**config.mk**
```make
export PLATFORM = sky130hd
export DESIGN_NAME = fpu_issuer
export DESIGN_NICKNAME = d
export VERILOG_FILES = /design/src/rtl/fpu_issuer.sv
export SDC_FILE = /design/constraint.sdc
export NUM_CORES = 1
export LEC_CHECK = 0
export ABC_CLOCK_PERIOD_IN_PS = 3450
export BUFFER_PORTS_ARGS = -buffer_cell sky130_fd_sc_hd__buf_2
export CAP_MARGIN = 5
export CORE_MARGIN = 2
export CORE_UTILIZATION = 45
export CTS_CLUSTER_DIAMETER = 150
export DETAILED_ROUTE_END_ITERATION = 10
export PLACE_DENSITY_LB_ADDON = 0.08
export SLEW_MARGIN = 10
export SYNTH_ARGS = -nofsm -noshare
export SYNTH_HDL_FRONTEND = slang
export SYNTH_SLANG_ARGS = --single-unit
```
**constraint.sdc**
```tcl
create_clock -name clk -period 3.45 [get_ports clk]
set_input_delay 0.345 -clock clk [delete_from_list [all_inputs] [get_ports clk]]
set_output_delay 0.345 -clock clk [all_outputs]
set_load 0.1 [all_outputs]
```
**src/rtl/fpu_issuer.sv**
```systemverilog
// fpu_issuer: queues host add/sub requests and issues them one at a time to a
// single fpu_add; a watchdog turns a hung FPU into a flagged qNaN response.
module fpu_issuer #(
   parameter int DEPTH   = 4,
   parameter int TIMEOUT = 64
) (
   input  logic        clk,
   input  logic        reset,
   input  logic        req_valid,
   output logic        req_ready,
   input  logic        req_op,
   input  logic [31:0] req_a,
   input  logic [31:0] req_b,
   output logic [31:0] fpu_din1,
   output logic [31:0] fpu_din2,
   output logic        fpu_valid,
   input  logic [31:0] fpu_result,
   input  logic        fpu_ready,
   output logic        rsp_valid,
   input  logic        rsp_ready,
   output logic [31:0] rsp_data,
   output logic        rsp_timeout
);
   localparam int PW  = (DEPTH > 1) ? $clog2(DEPTH) : 1;
   localparam int CW  = $clog2(DEPTH + 1);
   localparam int WDW = $clog2(TIMEOUT + 1);
   localparam logic [CW-1:0]  CNT_FULL = CW'(DEPTH);
   localparam logic [WDW-1:0] WD_LAST  = WDW'(TIMEOUT - 1);
   localparam logic [31:0]    QNAN     = 32'h7FC0_0000;

   typedef struct packed {
      logic        op;
      logic [31:0] a;
      logic [31:0] b;
   } req_t;

   typedef enum logic [1:0] {S_IDLE, S_ISSUE, S_WAIT, S_RESP} state_t;

   state_t         state, state_nxt;
   req_t           mem [DEPTH];
   req_t           head;
   logic [PW-1:0]  wr_ptr, rd_ptr;
   logic [CW-1:0]  count;
   logic [WDW-1:0] wdog;
   logic           push, pop, wd_expire;

   assign req_ready = (count != CNT_FULL);
   assign push      = req_valid && req_ready;
   assign pop       = (state == S_IDLE) && (count != '0);
   assign head      = mem[rd_ptr];
   assign wd_expire = (wdog == WD_LAST);
   assign fpu_valid = (state == S_ISSUE);
   assign rsp_valid = (state == S_RESP);

   // Storage carries no reset: occupancy is tracked by count alone.
   always_ff @(posedge clk) begin
      if (push) mem[wr_ptr] <= {req_op, req_a, req_b};
   end

   always_ff @(posedge clk or negedge reset) begin
      if (!reset) begin
         wr_ptr <= '0;
         rd_ptr <= '0;
         count  <= '0;
      end else begin
         if (push) wr_ptr <= wr_ptr + PW'(1);
         if (pop)  rd_ptr <= rd_ptr + PW'(1);
         unique case ({push, pop})
            2'b10:   count <= count + CW'(1);
            2'b01:   count <= count - CW'(1);
            default: count <= count;
         endcase
      end
   end

   always_ff @(posedge clk or negedge reset) begin
      if (!reset) state <= S_IDLE;
      else        state <= state_nxt;
   end

   always_comb begin
      state_nxt = state;
      unique case (state)
         S_IDLE:  if (pop) state_nxt = S_ISSUE;
         S_ISSUE: state_nxt = S_WAIT;
         S_WAIT:  if (fpu_ready || wd_expire) state_nxt = S_RESP;
         S_RESP:  if (rsp_ready) state_nxt = S_IDLE;
         default: state_nxt = S_IDLE;
      endcase
   end

   // A real result beats the watchdog when both land on the same cycle.
   always_ff @(posedge clk or negedge reset) begin
      if (!reset) begin
         fpu_din1    <= '0;
         fpu_din2    <= '0;
         wdog        <= '0;
         rsp_data    <= '0;
         rsp_timeout <= 1'b0;
      end else begin
         if (pop) begin
            fpu_din1 <= head.a;
            fpu_din2 <= head.op ? {~head.b[31], head.b[30:0]} : head.b;
         end
         if (state == S_ISSUE)     wdog <= '0;
         else if (state == S_WAIT) wdog <= wdog + WDW'(1);
         if (state == S_WAIT) begin
            if (fpu_ready) begin
               rsp_data    <= fpu_result;
               rsp_timeout <= 1'b0;
            end else if (wd_expire) begin
               rsp_data    <= QNAN;
               rsp_timeout <= 1'b1;
            end
         end
      end
   end

endmodule

```
# Yosys cells after proc, flatten, opt, wreduce, memory -nomap -nowiden
# Memories as Yosys holds them, arrays and structs flattened.
# Cells that the tools add are included.
[totals]
register_bits = 113
latch_bits = 0
mem_bits_rw = 260
rom_bits = 0
input_bits = 102
out_inout_bits = 100
elab_cells = 50
n_memories = 1
[classes]
addsub = 5
multipliers = 0
div = 0
n_lt_le_gt_ge = 0
n_eq_ne = 10
shift = 0
mux = 14
bitwise_logic = 1
n_reduce_logical = 10
[mem_list]
columns = ["name", "depth", "width", "rd", "rd_ports_with_merged_regs", "wr", "line_no", "rtl"]
rows = [
  ["mem", 4, 65, 1, 0, 1, "40", "req_t mem [DEPTH];"],
]
[ops]
columns = ["cell", "count"]
rows = [
  ["$mux W32", 3],
  ["$mux W7", 2],
  ["$pmux W2 S4", 1],
  ["$add A7 B1 Y7 const B", 1],
  ["$eq A7 B6 Y1 const B", 1],
  ["$eq A2 B2 Y1 const B", 3],
  ["$mux W2", 3],
  ["$pmux W3 S2", 1],
  ["$reduce_bool A2 Y1", 3],
  ["$add A2 B1 Y2 const B", 2],
  ["$eq A2 B1 Y1 const B", 2],
  ["$mux W1", 4],
  ["$ne A2 B2 Y1 const B", 2],
  ["$add A3 B1 Y3 const B", 1],
  ["$ne A3 B3 Y1 const B", 1],
  ["$reduce_and A3 Y1", 1],
  ["$reduce_bool A3 Y1", 1],
  ["$sub A3 B1 Y3 const B", 1],
  ["$logic_and A1 B1 Y1", 2],
  ["$logic_not A2 Y1", 1],
  ["$ne A2 B1 Y1 const B", 1],
  ["$reduce_and A2 Y1", 1],
  ["$logic_or A1 B1 Y1", 1],
  ["$not A1 Y1", 1],
]

# Longest topological paths before layout
[logic_depth]
word_depth = 4
depth_mapped = 11
depth_no_buf = 10

# Worst setup path before layout
# No wires, ideal clock.
[synth_timing]
path_type = "reg-to-reg"
startpoint = "reg count[0]"
endpoint = "mem mem[1][0] (netlist name) (enable)"
setup_time_ps = 430
arrival_time_ps = 2983
t_required_ps = 3020
setup_slack_ps = 36
path_stages_with_launch = 4
path_buffers = 0
synth_period_minus_slack_ps = 3414
path_cell_list = "dfrtp_1 > inv_1 > nand3_1 > and3_1"
[synth_via]
elab_chain_len = 4
[synth_lines]
columns = ["element", "line_no", "rtl"]
rows = [
  ["from (decl)", "43", "logic [CW-1:0] count;"],
  ["from (signal assigned)", "69", "2'b10: count <= count + CW'(1);"],
  ["from (signal assigned)", "70", "2'b01: count <= count - CW'(1);"],
  ["from (signal assigned)", "71", "default: count <= count;"],
  ["$ne A3 B3 Y1", "47", "assign req_ready = (count != CNT_FULL);"],
  ["named net req_ready", "10", "output logic req_ready,"],
  ["$logic_and A1 B1 Y1", "48", "assign push = req_valid && req_ready;"],
  ["$mux W1", "57", "if (push) mem[wr_ptr] <= {req_op, req_a, req_b};"],
  ["$mux W1 (not written as such)", "57", ""],
  ["to (decl)", "40", ""],
]
# The timed path passes the listed nets, and every way through them passes these cells.

# Worst setup path after layout
[layout_timing]
startpoint = "reg state[0]"
endpoint = "reg fpu_din1[18]"
[layout_via]
elab_chain_len = 2
[layout_lines]
columns = ["element", "line_no", "rtl"]
rows = [
  ["from (decl)", "39", "state_t state, state_nxt;"],
  ["from (signal assigned)", "78", "else state <= state_nxt;"],
  ["$logic_not A2 Y1", "49", "assign pop = (state == S_IDLE) && (count != '0);"],
  ["$logic_and A1 B1 Y1", "49", ""],
  ["to (signal assigned)", "102", "fpu_din1 <= head.a;"],
  ["to (decl)", "14", "output logic [31:0] fpu_din1,"],
]
# No other way between the ends.
# A chain may end at the register's enable or synchronous reset.

==> metrics.md <==
| Metric | Value |
|---|---|
| Actual slew at the worst max-slew pin | ~1.1 ns |
| Vias | between 6000 and 7000 |
| Register area | roughly 0.011 mm² |
| DIE AREA | ~0.032 mm² |
| IO Port Bufs | 201 |
| Most frequent cells in the layout | 260 x edfxtp_1, 200 x buf_2, 111 x dfrtp_1 |
| Critical Path Start Type | flop |
| # resized after CTS | 0 |
| IO Pins | 202 |
| Largest fanout on the critical path | 64 |
| Initial antenna violation count | 6 |
| Max Clk Rate | roughly 430 MHz |
| Setup Crit Path Kind | flop to flop |
| Grt total ovfl | 0 |
| Post-CTS setup buffer count | 0 |
| Synth Net Count | 760 |
| Clock Tree Root | clkbuf_16 |
| Number of DRC markers in iteration 0 | around 310 |
| Largest net degree at the start of global routing | 90 |
| Cts bufs inserted | 40 |
| First-pass GRT wire length | 42600 µm |
| Req. time, crit path | 3.85 ns |
| Final clock skew | approximately 0.0084 ns |
| Hold-fix buffers, CTS | 1 |
| Multi-input logic area | 0.003019 mm² |
| First-pass DRT Iterations | 4 |
| # fillers | 2404 |
| Initial Utilization | 0.4556 |
| Max-Cap Viols | 0 |
| CTS tree | done |
| GRT Util Overall | 0.1695 |
| Die height | around 180 µm |
| Core box area | 0.03043 mm² |
| DRC | 0 |
| Detail Placement HPWL | ~16000 µm |
| TritonCTS Sinks | around 370 |
| Drt total wl | between 20000 and 30000 µm |
| Hold Violations, Final | 0 |
| Min-Delay Path Class | input pin to flop |
| CTS HTree Levels | 2 |
| Setup TNS | 0 ns |
| Slew HR | 0.2825 |
| WL/cell | between 20 and 25 µm |
| Vias per cell | around 5.3 |
| Synth Warn # | 0 |
| Layout Nets | between 900 and 1000 |
| Post-synth EDFFs | 260 |
| Post-synthesis async set-or-reset flop share | 0.3029 |
| Detail Route Antenna Nets | 0 |
| Post-Syn Instances | approximately 650 |
| Distinct cells, synth | 39 |
| CP Capture Type | flop |
| RSZ-0062 raised after global routing | no |
| Crit-path cells | inv_1 -> ha_1 -> nand2b_2 -> clkinv_2 -> buf_4 -> mux2_2 |
| Vias in the first global route | 7423 |
| CP max stage delay | roughly 0.81 ns |
| Post-synthesis area per instance | around 21 µm² |
| Synth Cell Area | 0.01386 mm² |
| Synth Flop Type | edfxtp_1 |
| Leading cell type in the layout, fill and taps excluded | edfxtp_1 |
| Crit path DAT | between 2 and 3 ns |
| Die W | between 150 and 200 µm |
| Sequential-to-total area share from yosys stat | 0.7671 |
| # setup viols final | 0 |
| Max-slew violations | 0 |
| FP Rows | 64 |
| Fraction of the cycle the final worst path needs | 0.6674 |
| Final GP Congestion | a little under 0.8 |
| Clock buffer depth | 3 |
| Clock Latency Late Sink | 0.52 ns |
| #FFs+latches synth | approximately 370 |
| Clock transition at path regs | roughly 0.06 ns |
| Status | completed |
| Slowest CP cell | buf_4 |
| Area grow syn2layout | 20.84% |
| Final Critical Period | 2.302 ns |
| Share of cells above drive strength 1 | 0.4392 |
[metal layers]
layer,vias up,track usage,part of all wire
li1,3045,-,-
met1,3559,0.2138,0.41
met2,201,0.2892,0.50
met3,41,0.05024,0.068
met4,6,0.04260,0.018
met5,-,0,0.0015
[critical path: cells and delay by family (launching register included)]
family                   cells  cell delay, ns
multiplexers                 1            0.42
buffers and inverters        3            0.97
adder cells (fa/ha/maj)      1            0.23
AND/OR/NAND/NOR              1            0.11
flip-flops                   1            0.41
[sequential cells by signal (all words and copies together) (netlist names)]
signal / cells
fpu_din1: 32
rsp_timeout: 1
fpu_din2: 32
rd_ptr: 2
count: 3
rsp_data: 32
mem: 260
wdog: 7
state: 2
wr_ptr: 2
[through the flow]
| step | instance area (µm²) | instances | setup slack (ns) | util | hold WS, ns |
|---|---|---|---|---|---|
| final | 16750 | 1303 | 1.148 | 0.5506 | 0.03296 |
| after CTS | 16750 | 1300 | 1.116 | 0.5503 | 0.01225 |
| after floorplan | 13860 | 647 | 0.03630 | - | 0.04941 |
| after detailed placement | 15360 | 1225 | 1.131 | 0.5048 | 0.4714 |
| after global routing | 16750 | 1300 | 1.023 | 0.5503 | 0.01934 |
| after global placement | 15360 | 1225 | 1.203 | 0.5048 | 0.4650 |
[cell usage after synthesis (2+ instances only)]
| master | count | share of area |
|---|---|---|
| edfxtp_1 | 260 | 0.56 |
| dfrtp_1 | 113 | 0.20 |
| mux4_2 | 64 | 0.10 |
| mux2_2 | 50 | 0.041 |
| a22o_1 | 23 | 0.015 |
| mux2_1 | 17 | 0.014 |
| inv_1 | 15 | 0.0041 |
| buf_2 | 10 | 0.0036 |
| clkbuf_1 | 10 | 0.0027 |
| ha_1 | 10 | 0.0090 |
| o22a_1 | 9 | 0.0057 |
| xnor2_1 | 8 | 0.0051 |
| a21oi_1 | 6 | 0.0022 |
| buf_6 | 6 | 0.0049 |
| and3_1 | 5 | 0.0023 |
| o22ai_1 | 5 | 0.0023 |
| nand2_1 | 4 | 0.0011 |
| nand3_1 | 3 | 0.0011 |
| nor2_1 | 3 | 0.00081 |
| a31oi_1 | 2 | 0.00090 |
| and2_1 | 2 | 0.00090 |
| and4_1 | 2 | 0.0013 |
| buf_4 | 2 | 0.0011 |
| nor3b_1 | 2 | 0.0011 |
| xor2_1 | 2 | 0.0013 |
[cell families (layout without fill, tap and decap cells)]
group | after synthesis | count (layout) | synth area share
xor+xnor | 10 | 10 | 0.006318
simple gates | 26 | 26 | 0.01164
fa+ha+maj | 11 | 11 | 0.01047
buf+inv | 44 | 301 | 0.01660
compound gates | 51 | 51 | 0.02879
other cells | 0 | 3 | 0
flops | 373 | 373 | 0.7671
mux | 132 | 132 | 0.1591
[path summary, 6_finish.rpt]
| check | start | endpoint | slack, ns | cells past startpoint |
|---|---|---|---|---|
| min in group asynchronous | reset | rsp_data[22] | 0.53 | 2 |
| max in group asynchronous | reset | fpu_din1[14] | 2.16 | 3 |
| worst max register to register | state[0] | fpu_din1[18] | 1.15 | 6 |
| worst min register to register | fpu_din2[14] | fpu_din2[14] | 0.48 | 1 |
| worst min-delay path | req_b[11] | mem[2][11] | 0.03 | 1 |
| worst max-delay path | state[0] | fpu_din1[18] | 1.15 | 6 |
[layout make-up]
| class | instances | share of cell area |
|---|---|---|
| timing repair buffer | 211 | 0.06878 |
| sequential | 373 | 0.6352 |
| antenna | 3 | 0.0004481 |
| tap | 396 | 0.02957 |
| inverter | 16 | 0.003659 |
| clock buffer | 57 | 0.06721 |
| multi-input combinational | 230 | 0.1802 |
| clock inverter | 17 | 0.01486 |
Power is left out: the tool's default activity adds up to more than one toggle a clock period on the data nets, which glitch-free logic cannot reach.
